<file path="src/rtl/red_pitaya_fads_mc.sv">
// Multi-channel fluorescence-activated droplet sorter.
// Detects droplets on ADC channel 0, measures width and per-channel peaks,
// classifies against bus-programmed windows and fires a timed sort pulse.
// Optional macro FADS_SORT_DELAY_EN enables the programmable sort delay
// (register 0x14 and the DELAY state); without it EVAL goes straight to FIRE.
`timescale 1ns/1ps

module red_pitaya_fads_mc #(
  parameter int unsigned NCH = 2,
  parameter int unsigned DW  = 14,
  parameter int unsigned CW  = 32
) (
  input  logic              adc_clk_i,
  input  logic              adc_rst_i,
  input  logic [NCH*DW-1:0] adc_i,
  output logic              sort_trig,
  input  logic [31:0]       sys_addr,
  input  logic [31:0]       sys_wdata,
  input  logic [3:0]        sys_sel,
  input  logic              sys_wen,
  input  logic              sys_ren,
  output logic [31:0]       sys_rdata,
  output logic              sys_err,
  output logic              sys_ack
);

  localparam int unsigned TW = CW + 1;

  typedef enum logic [2:0] {
    IDLE    = 3'd0,
    MEASURE = 3'd1,
    EVAL    = 3'd2,
    DELAY   = 3'd3,
    FIRE    = 3'd4
  } state_t;

  state_t state, state_nxt;

  logic                 enable;
  logic signed [DW-1:0] min_int;
  logic [CW-1:0]        min_width, low_width, high_width, sort_delay, sort_len;
  logic [CW-1:0]        drop_cnt, pos_cnt, short_cnt;
  logic [CW-1:0]        width, tmr;
  logic signed [DW-1:0] low_int  [NCH];
  logic signed [DW-1:0] high_int [NCH];
  logic signed [DW-1:0] peak     [NCH];
  logic signed [DW-1:0] ch       [NCH];
  logic                 armed;

  logic [19:0]   addr;
  logic          ctrl_clr;
  logic          detect;
  logic          int_ok;
  logic          width_short;
  logic          positive;
  logic [CW-1:0] len_eff;
  logic [TW-1:0] tmr_inc;
  logic [31:0]   rdata_nxt;
  logic          unused_bits;

  function automatic logic [19:0] int_addr(input int n, input logic hi);
    return 20'(32'h40 + 32'(8 * n) + (hi ? 32'd4 : 32'd0));
  endfunction

  function automatic logic [31:0] sext(input logic signed [DW-1:0] v);
    return {{(32 - DW){v[DW-1]}}, v};
  endfunction

  function automatic logic [CW-1:0] sat_inc(input logic [CW-1:0] x);
    return (&x) ? x : x + CW'(1);
  endfunction

  assign addr        = sys_addr[19:0];
  assign ctrl_clr    = sys_wen && (addr == 20'h00) && sys_wdata[1];
  assign sys_err     = 1'b0;
  assign unused_bits = ^{sys_sel, sys_addr[31:20]};

  // Unpack channels and evaluate detect / classification terms
  always_comb begin
    int_ok = 1'b1;
    for (int n = 0; n < int'(NCH); n++) begin
      ch[n] = adc_i[n*DW +: DW];
      if (!((peak[n] >= low_int[n]) && (peak[n] < high_int[n]))) int_ok = 1'b0;
    end
    detect      = (ch[0] >= min_int);
    width_short = (width < min_width);
    positive    = (width >= low_width) && (width < high_width) && int_ok;
    len_eff     = (sort_len == '0) ? CW'(1) : sort_len;
    tmr_inc     = {1'b0, tmr} + TW'(1);
  end

  // State register
  always_ff @(posedge adc_clk_i or posedge adc_rst_i) begin
    if (adc_rst_i) state <= IDLE;
    else           state <= state_nxt;
  end

  // Next-state logic; losing enable forces IDLE from any state
  always_comb begin
    state_nxt = state;
    case (state)
      IDLE:    if (enable && armed && detect) state_nxt = MEASURE;
      MEASURE: if (!detect) state_nxt = EVAL;
      EVAL: begin
        if (!width_short && positive) begin
`ifdef FADS_SORT_DELAY_EN
          state_nxt = (sort_delay == '0) ? FIRE : DELAY;
`else
          state_nxt = FIRE;
`endif
        end else begin
          state_nxt = IDLE;
        end
      end
      DELAY:   if (tmr_inc >= {1'b0, sort_delay}) state_nxt = FIRE;
      FIRE:    if (tmr_inc >= {1'b0, len_eff}) state_nxt = IDLE;
      default: state_nxt = IDLE;
    endcase
    if (!enable) state_nxt = IDLE;
  end

  // Width/peak capture, DELAY/FIRE timer and re-arm tracking
  always_ff @(posedge adc_clk_i or posedge adc_rst_i) begin
    if (adc_rst_i) begin
      width <= '0;
      tmr   <= '0;
      armed <= 1'b0;
      for (int n = 0; n < int'(NCH); n++) peak[n] <= '0;
    end else begin
      if (state != state_nxt)                    tmr <= '0;
      else if ((state == DELAY) || (state == FIRE)) tmr <= tmr + CW'(1);

      if ((state == IDLE) && (state_nxt == MEASURE)) begin
        width <= CW'(1);
        for (int n = 0; n < int'(NCH); n++) peak[n] <= ch[n];
      end else if ((state == MEASURE) && detect) begin
        width <= sat_inc(width);
        for (int n = 0; n < int'(NCH); n++)
          if (ch[n] > peak[n]) peak[n] <= ch[n];
      end

      // Only a below-threshold sample seen while idle and enabled arms detection
      if (!enable || (state != IDLE) || (state_nxt == MEASURE)) armed <= 1'b0;
      else if (!detect)                                       armed <= 1'b1;
    end
  end

  // Droplet statistics; a clear coinciding with EVAL wins
  always_ff @(posedge adc_clk_i or posedge adc_rst_i) begin
    if (adc_rst_i) begin
      drop_cnt  <= '0;
      pos_cnt   <= '0;
      short_cnt <= '0;
    end else if (ctrl_clr) begin
      drop_cnt  <= '0;
      pos_cnt   <= '0;
      short_cnt <= '0;
    end else if ((state == EVAL) && enable) begin
      if (width_short) begin
        short_cnt <= sat_inc(short_cnt);
      end else begin
        drop_cnt <= sat_inc(drop_cnt);
        if (positive) pos_cnt <= sat_inc(pos_cnt);
      end
    end
  end

  // Sort pulse follows FIRE one cycle later and drops at once when disabled
  always_ff @(posedge adc_clk_i or posedge adc_rst_i) begin
    if (adc_rst_i) sort_trig <= 1'b0;
    else           sort_trig <= (state == FIRE) && enable;
  end

  // Bus-writable configuration
  always_ff @(posedge adc_clk_i or posedge adc_rst_i) begin
    if (adc_rst_i) begin
      enable     <= 1'b0;
      min_int    <= DW'(15);
      min_width  <= CW'(1);
      low_width  <= '0;
      high_width <= '1;
      sort_len   <= CW'(1);
      for (int n = 0; n < int'(NCH); n++) begin
        low_int[n]  <= DW'(15);
        high_int[n] <= DW'(255);
      end
    end else if (sys_wen) begin
      case (addr)
        20'h00:  enable     <= sys_wdata[0];
        20'h04:  min_int    <= sys_wdata[DW-1:0];
        20'h08:  min_width  <= CW'(sys_wdata);
        20'h0C:  low_width  <= CW'(sys_wdata);
        20'h10:  high_width <= CW'(sys_wdata);
        20'h18:  sort_len   <= CW'(sys_wdata);
        default: ;
      endcase
      for (int n = 0; n < int'(NCH); n++) begin
        if (addr == int_addr(n, 1'b0)) low_int[n]  <= sys_wdata[DW-1:0];
        if (addr == int_addr(n, 1'b1)) high_int[n] <= sys_wdata[DW-1:0];
      end
    end
  end

`ifdef FADS_SORT_DELAY_EN
  // Programmable delay between classification and sort pulse
  always_ff @(posedge adc_clk_i or posedge adc_rst_i) begin
    if (adc_rst_i)                        sort_delay <= '0;
    else if (sys_wen && (addr == 20'h14)) sort_delay <= CW'(sys_wdata);
  end
`else
  assign sort_delay = '0;
`endif

  // Read mux
  always_comb begin
    rdata_nxt = '0;
    case (addr)
      20'h00:  rdata_nxt = {31'd0, enable};
      20'h04:  rdata_nxt = sext(min_int);
      20'h08:  rdata_nxt = 32'(min_width);
      20'h0C:  rdata_nxt = 32'(low_width);
      20'h10:  rdata_nxt = 32'(high_width);
      20'h14:  rdata_nxt = 32'(sort_delay);
      20'h18:  rdata_nxt = 32'(sort_len);
      20'h1C:  rdata_nxt = 32'(drop_cnt);
      20'h20:  rdata_nxt = 32'(pos_cnt);
      20'h24:  rdata_nxt = 32'(short_cnt);
      20'h28:  rdata_nxt = 32'(state);
      default: rdata_nxt = '0;
    endcase
    for (int n = 0; n < int'(NCH); n++) begin
      if (addr == int_addr(n, 1'b0)) rdata_nxt = sext(low_int[n]);
      if (addr == int_addr(n, 1'b1)) rdata_nxt = sext(high_int[n]);
    end
  end

  // Bus response: one-cycle acknowledge, registered read data
  always_ff @(posedge adc_clk_i or posedge adc_rst_i) begin
    if (adc_rst_i) begin
      sys_ack   <= 1'b0;
      sys_rdata <= '0;
    end else begin
      sys_ack <= sys_wen | sys_ren;
      if (sys_ren) sys_rdata <= rdata_nxt;
    end
  end

endmodule

</file>
<file path="config.mk">
export PLATFORM = sky130hd
export DESIGN_NAME = red_pitaya_fads_mc
export DESIGN_NICKNAME = d
export VERILOG_FILES = /design/src/rtl/red_pitaya_fads_mc.sv
export SDC_FILE = /design/constraint.sdc
export NUM_CORES = 1
export LEC_CHECK = 0
export BUFFER_PORTS_ARGS = -buffer_cell sky130_fd_sc_hd__buf_2
export CORE_AREA = 2 2 231 233
export DETAILED_ROUTE_END_ITERATION = 8
export DIE_AREA = 0 0 233 235
export MAX_ROUTING_LAYER = met4
export PLACE_DENSITY_LB_ADDON = 0.15
export SETUP_SLACK_MARGIN = 0.1
export SLEW_MARGIN = 5
export SYNTH_ARGS = -nofsm -noshare
export SYNTH_HDL_FRONTEND = slang
export SYNTH_SLANG_ARGS = --single-unit
</file>
<file path="constraint.sdc">
create_clock -name adc_clk_i -period 16.9 [get_ports adc_clk_i]
set_input_delay 1.69 -clock adc_clk_i [delete_from_list [all_inputs] [get_ports adc_clk_i]]
set_output_delay 1.69 -clock adc_clk_i [all_outputs]
set_load 0.03 [all_outputs]
</file>
==> results of run 1 <==
worst max-delay path, delay by kind of cell (launching register included):
| family | cells | cell delay [ps] |
|---|---|---|
| AOI/OAI and AO/OA | 7 | 1880 |
| and+or+nand+nor | 5 | 1370 |
| adders and majority gates | 2 | 520 |
| buffers and inverters | 1 | 470 |
| DFF | 1 | 430 |
| xor gates and xnor gates | 1 | 220 |
per-layer routing:
metal	share of wire [%]	vias to the layer above	wire length [µm]
met2	44	890	37200
li1	-	10080	-
met4	3.6	0	3060
met5	0	-	0
met3	9.0	191	7600
met1	43	11046	36800
worst min path at each step:
stage                        startpoint                        to  slack, ps  depth (start not counted)
2_1_floorplan  high_int[24]$_DFFE_PP0P_  high_int[24]$_DFFE_PP0P_        480                          1
3_3_place_gp   high_int[24]$_DFFE_PP0P_  high_int[24]$_DFFE_PP0P_        490                          1
3_5_place_dp   high_int[24]$_DFFE_PP0P_  high_int[24]$_DFFE_PP0P_        510                          1
4_1_cts        high_int[24]$_DFFE_PP0P_  high_int[24]$_DFFE_PP0P_        510                          1
5_1_grt        high_int[24]$_DFFE_PP0P_  high_int[24]$_DFFE_PP0P_        540                          1
6_report       high_int[24]$_DFFE_PP0P_  high_int[24]$_DFFE_PP0P_        510                          1
flip-flops by register name, summed over array words and instances, names as in the netlist:
register    flops
state           3
peak           28
enable          1
pos_cnt        32
high_int       28
min_width      32
short_cnt      32
drop_cnt       32
low_width      32
sys_ack         1
sort_len       32
tmr            32
sort_trig       1
width          32
armed           1
high_width     32
low_int        28
min_int        14
sys_rdata      32
logic make-up after synthesis:
logic type               after synthesis  synth area share, %
buffers and inverters                384                 5.76
AND/OR/NAND/NOR                      794                 16.3
XOR/XNOR                              45                 1.49
adder cells (fa/ha/maj)              227                 10.7
other                                  1               0.0142
multiplexers                         248                 10.4
AO/OA/AOI/OAI                        564                 14.9
flip-flops                           425                 40.4
cell type report:
type                       count  area [µm²]
antenna                        9        22.5
clock buffer                  71        1480
fill                        4522       22800
sequential                   425       10700
timing repair buffer         147         823
tap                          688         861
multi-input combinational   1879       14300
clock inverter                20         265
inverter                     266        1010
cell usage in the layout (no fill, tap or decap), types with 32 or more instances in the layout:
master and n:
buf_2 117, a221oi_1 45, mux2i_1 34, ha_1 227
nor2_1 123, a21o_1 36, nand3_1 75, nand2_1 190
and3_1 47, o21ai_0 101, nand4_1 91, or3_1 51
a21oi_1 141, dfrtp_1 363, nand2b_1 42, mux2_2 214
a22o_1 47, dfstp_2 62, inv_1 265, a222oi_1 32
clkbuf_16 51
synthesized netlist by cell type (52+ instances only):
| master | count | area [µm²] |
|---|---|---|
| dfstp_2 | 62 | 1630 |
| nand4_1 | 91 | 569 |
| a21oi_1 | 142 | 711 |
| buf_2 | 59 | 295 |
| nand3_1 | 75 | 375 |
| ha_1 | 227 | 2840 |
| nand2_1 | 190 | 713 |
| clkbuf_1 | 52 | 195 |
| inv_1 | 266 | 998 |
| o21ai_0 | 101 | 505 |
| dfrtp_1 | 363 | 9080 |
| mux2_2 | 214 | 2410 |
| nor2_1 | 123 | 462 |
power by group:
part	total (mW)	internal, mW	switching [mW]	leakage, nW
registers	1.03	1.02	0.00448	5.11
clock network	1.16	0.700	0.460	0.859
logic	0.0942	0.0229	0.0712	7.68
==> run metrics, run 1 <==
outcome=complete, no violations; design area=29500 µm²; setup bufs post-CTS=0; R2R Path Start=tmr[0]$_DFFE_PP0P_; WL final=84600 µm; Avg Cell Area, Syn=9.86 µm²; cells after synthesis=2688; routed via count=22.2k; sequential area share after synthesis=40.4%; CTS-repair resized insts=0; Reg2Reg Depth=16; setup tns final=0 ps; fin crit share=29.3%; Die W=233 µm; worst setup margin=11940 ps; post-layout util=56.4%; Max Slew Vio Count=0; Crit. End Element=flop; initial antenna violation count=6; Die H=235 µm; CP Cell Sequence=ha_1 -> and3_1 -> nand4_1 -> or4_4 -> nor2b_2 -> nand4_1 -> xnor2_1 -> ha_1 -> a21o_1 -> a2111oi_0 -> o211ai_1 -> a31o_2 -> a2111oi_4 -> buf_4 -> o21ai_0 -> a21bo_2; DP Cell Count=3405; Top Ports=135; first-pass GRT wire length=130000 µm; Tot Pwr=2.28 mW; fraction of layout cells with a size suffix above 1=19.6%; detailed placement HPWL=62400 µm; cts hold-fix bufs=0; DR vias/cell=6.34; path type of the worst setup path=flop to flop; Iteration-0 DRC Markers=2112; WHS=510 ps; unrepaired setup endpoints after global routing=false; # setup viols final=0; fmax=202 MHz; post-synth cell types=81; Inserted Clock Buffers=51; IO buf count=117; Final Net Count=3097; CTS max path bufs=3; non-filler instance count after layout=3505; H-tree depth=2; global routing usage on met3=7.67%; Cell Rows=84; TritonCTS clock tree=done; gr usage total=32.1%; CP startpoint kind=flop; GRT Residual Overflow=0; Post-synth EDFFs=0; Top FF cell, synth=dfrtp_1; M2 GR Usage=46.6%; Post-Syn Nets=3015; Worst Hold Class=flop to flop; Initial Util=50.7%; CTS root buffer=clkbuf_16; GRT busiest layer=met2; met1 Use GR=43.7%; synth warn=0; RePlAce Congestion=0.945; placed cell area=27700 µm²; largest net degree at the start of global routing=158; die area=54800 µm²; Slew HR=15.0%; average wire per standard cell=24.1 µm; Hold Vio Cnt, Final=0; P_leak=13.6 nW; antenna viol nets, final=0; Clock Skew=20.3 ps; max_cap viols=0; worst slew pin tran=1270 ps; CP arrival=5490 ps; reg2reg setup slack=11940 ps; post-layout min period=4960 ps; worst slack at placement=11900 ps; CORE AREA=52200 µm²; slowest cell delay on critical path=600 ps; Slowest-stage cell, CP=or4_4; Worst setup startpoint=tmr[0]$_DFFE_PP0P_; Layout area overhead=11.2%; vias in the first global route=21.6k; Critical Path End=tmr[2]$_DFFE_PP0P_; clock-pin slew of the registers on the worst-case setup and hold paths=60 ps; remaining design rule violation count=0; Reg-to-Reg End=tmr[2]$_DFFE_PP0P_; clock sink total=425; Netlist Area Pre-Place=26500 µm²; Cell Pwr Density=77.5 nW/µm²; clk_lat worst skew=600 ps; Critical Path Fanout Max=45; critical path data required time=17430 ps; FF+latch count, synth=425; ys async rst share=100%; first-pass detailed-route iteration total=6; peak supply drop=0.0698 mV
No activity file was read; power rests on OpenSTA's default activity.
==> run 2: changes to the inputs <==
clock period = 5.1 ns   (was 16.9 ns; I/O delays follow)
==> run metrics, run 2 (same netlist as run 1, synthesis figures left out) <==
Iteration-0 DRC Markers=2502 (was 2112); Reg-to-Reg End=tmr[23]$_DFFE_PP0P_ (was tmr[2]$_DFFE_PP0P_); WHS=168 ps (was 510 ps); antenna viol nets, final=0 (unchanged); slowest cell delay on critical path=590 ps (was 600 ps); Hold Vio Cnt, Final=0 (unchanged); Die W=233 µm (unchanged); IO buf count=117 (unchanged); CORE AREA=52200 µm² (unchanged); global routing usage on met3=5.63% (was 7.67%); Slowest-stage cell, CP=or4_4 (unchanged); path type of the worst setup path=flop to flop (unchanged); Slew HR=14.7% (was 15.0%); die area=54800 µm² (unchanged); # setup viols final=0 (unchanged); Flop pwr share=43.9% (was 45.1%); met1 Use GR=45.6% (was 43.7%); Layout area overhead=11.8% (was 11.2%); Reg2Reg Depth=16 (unchanged); Sw Ratio=23.2% (was 23.5%); combinational share of power=4.0% (was 4.1%); Worst Hold Class=primary input to flop (was flop to flop); M2 GR Usage=47.0% (was 46.6%); reg2reg setup slack=520 ps (was 11940 ps); routed via count=22.3k (was 22.2k); Psw=1.80 mW (was 0.536 mW); most frequent cells in the layout=dfrtp_1, inv_1, ha_1 (unchanged); fmax=218 MHz (was 202 MHz); Critical Path Fanout Max=23 (was 45); WL final=84800 µm (was 84600 µm); RePlAce Congestion=0.966 (was 0.945); H-tree depth=2 (unchanged); unrepaired setup endpoints after global routing=false (unchanged); clock-pin slew of the registers on the worst-case setup and hold paths=60 ps (about the same); detailed placement HPWL=63000 µm (was 62400 µm); fin crit share=89.8% (was 29.3%); Filler cells=4489 (was 4522); post-layout min period=4580 ps (was 4960 ps); P_leak=13.7 nW (was 13.6 nW); Inserted Clock Buffers=49 (was 51); Cell Pwr Density=262 nW/µm² (was 77.5 nW/µm²); CP Cell Sequence=ha_1 -> and3_1 -> nand4_1 -> or4_4 -> nor2b_2 -> nand4_1 -> xnor2_1 -> ha_1 -> a21o_1 -> a2111oi_0 -> o211ai_1 -> a31o_2 -> a2111oi_4 -> clkbuf_16 -> nor3b_1 -> a221o_1 (was ha_1 -> and3_1 -> nand4_1 -> or4_4 -> nor2b_2 -> nand4_1 -> xnor2_1 -> ha_1 -> a21o_1 -> a2111oi_0 -> o211ai_1 -> a31o_2 -> a2111oi_4 -> buf_4 -> o21ai_0 -> a21bo_2); CTS max path bufs=3 (unchanged); fraction of layout cells with a size suffix above 1=20.0% (was 19.6%); R2R Path Start=tmr[0]$_DFFE_PP0P_ (unchanged); Final Net Count=3103 (was 3097); leading cell type in the layout, fill and taps excluded=dfrtp_1 (unchanged); Hold Path Sink=peak[3]$_DFFE_PP0P_ (was high_int[24]$_DFFE_PP0P_); peak supply drop=0.252 mV (was 0.0698 mV); gr usage total=31.9% (was 32.1%); outcome=complete, no violations (unchanged); Clock Skew=23.3 ps (was 20.3 ps); TritonCTS clock tree=done (unchanged); average wire per standard cell=24.2 µm (was 24.1 µm); WHS Path Cells=2 (was 1); CTS root buffer=clkbuf_16 (unchanged); P_int=5.96 mW (was 1.75 mW); cell class contributing the biggest share of worst-path delay=simple AND/OR/NAND/NOR gates (was compound AO/OA/AOI/OAI gates); Die H=235 µm (unchanged); Initial Util=50.7% (unchanged); Cell Rows=84 (unchanged); CP startpoint kind=flop (unchanged); GRT Residual Overflow=0 (unchanged); Crit. End Element=flop (unchanged); Top Ports=135 (unchanged); crit path buf inv count=1 (unchanged); remaining design rule violation count=0 (unchanged); CP arrival=5130 ps (was 5490 ps); DR vias/cell=6.36 (was 6.34); Max Slew Vio Count=0 (unchanged); vias in the first global route=21.5k (was 21.6k); initial antenna violation count=4 (was 6); clk_lat worst skew=610 ps (was 600 ps); largest net degree at the start of global routing=167 (was 158); setup tns final=0 ps (unchanged); max_cap viols=0 (unchanged); GRT busiest layer=met2 (unchanged); clock sink total=425 (unchanged); Clock power frac=52.1% (was 50.8%); Worst Min Path Start=adc_i[17] (was high_int[24]$_DFFE_PP0P_); critical path data required time=5640 ps (was 17430 ps); first-pass detailed-route iteration total=7 (was 6); first-pass GRT wire length=130000 µm (about the same); worst slew pin tran=1250 ps (was 1270 ps)
==> run 2: cell count changes in the layout (fill, tap and decap cells not counted), sizes merged <==
cell	change
clkinvlp	+3
clkinv	+4
dlygate4sd3	+1
inv	-1
bufinv	+5
clkbuf	-9
buf	+6
diode	-5
==> run 2: through the flow <==
stage | cells | worst slack, ps | util (%) | total power, mW | instance area (µm²)
floorplan | 2688 | -1090 | - | 3.62 | 26500
global placement | 3410 | 597 | 53.1 | 3.77 | 27700
detailed placement | 3410 | 500 | 53.1 | 3.78 | 27700
CTS | 3503 | 465 | 56.7 | 7.81 | 29600
global route | 3508 | 140 | 56.7 | 7.97 | 29600
finish | 3509 | 519 | 56.7 | 7.76 | 29600
==> run 2: timing repair <==
| action | in CTS | in global routing |
|---|---|---|
| endpoints found under the setup margin | 0 | 1 |
| setup buffers | 0 | 1 |
| resized for setup | 0 | 1 |
| hold endpoints to repair | 20 | 0 |
| hold buffers | 1 | 0 |
==> run 2: worst max path at each step <==
stage / from / endpoint / slack [ps] / cells after the start
final: tmr[0]$_DFFE_PP0P_ / tmr[23]$_DFFE_PP0P_ / 520 / 16
after global placement: tmr[0]$_DFFE_PP0P_ / tmr[23]$_DFFE_PP0P_ / 600 / 16
after detailed placement: tmr[0]$_DFFE_PP0P_ / tmr[23]$_DFFE_PP0P_ / 500 / 16
after global routing: tmr[0]$_DFFE_PP0P_ / tmr[23]$_DFFE_PP0P_ / 140 / 16
after floorplan: adc_rst_i / armed$_DFFE_PP0P_ / -1090 / 1
after CTS: tmr[0]$_DFFE_PP0P_ / tmr[23]$_DFFE_PP0P_ / 460 / 16
==> run 2: cell type report <==
class / count / area [µm²] / area share [%]
multi-input cells: 1879 / 14300 / 48.2
flip-flops and latches: 425 / 10700 / 36.2
clock buffers: 61 / 1380 / 4.67
inverters: 266 / 1000 / 3.38
repair buffers: 155 / 920 / 3.10
well taps: 688 / 861 / 2.91
clock inverters: 31 / 458 / 1.55
diodes: 4 / 10.0 / 0.0338
==> run 2: power groups by stage <==
stage / sequential, mW / clock (mW) / combinational [mW]
after global routing: 3.41 / 4.22 / 0.340
after global placement: 3.47 / 0 / 0.305
final: 3.41 / 4.04 / 0.310
after detailed placement: 3.47 / 0 / 0.312
after floorplan: 3.50 / 0 / 0.122
after CTS: 3.41 / 4.09 / 0.313
==> run 2: per-layer routing <==
metal | routed length [µm] | vias to the layer above
met4 | 2090 | 0
met5 | 0 | -
met3 | 6280 | 130
met2 | 38000 | 832
met1 | 38500 | 11254
li1 | - | 10103
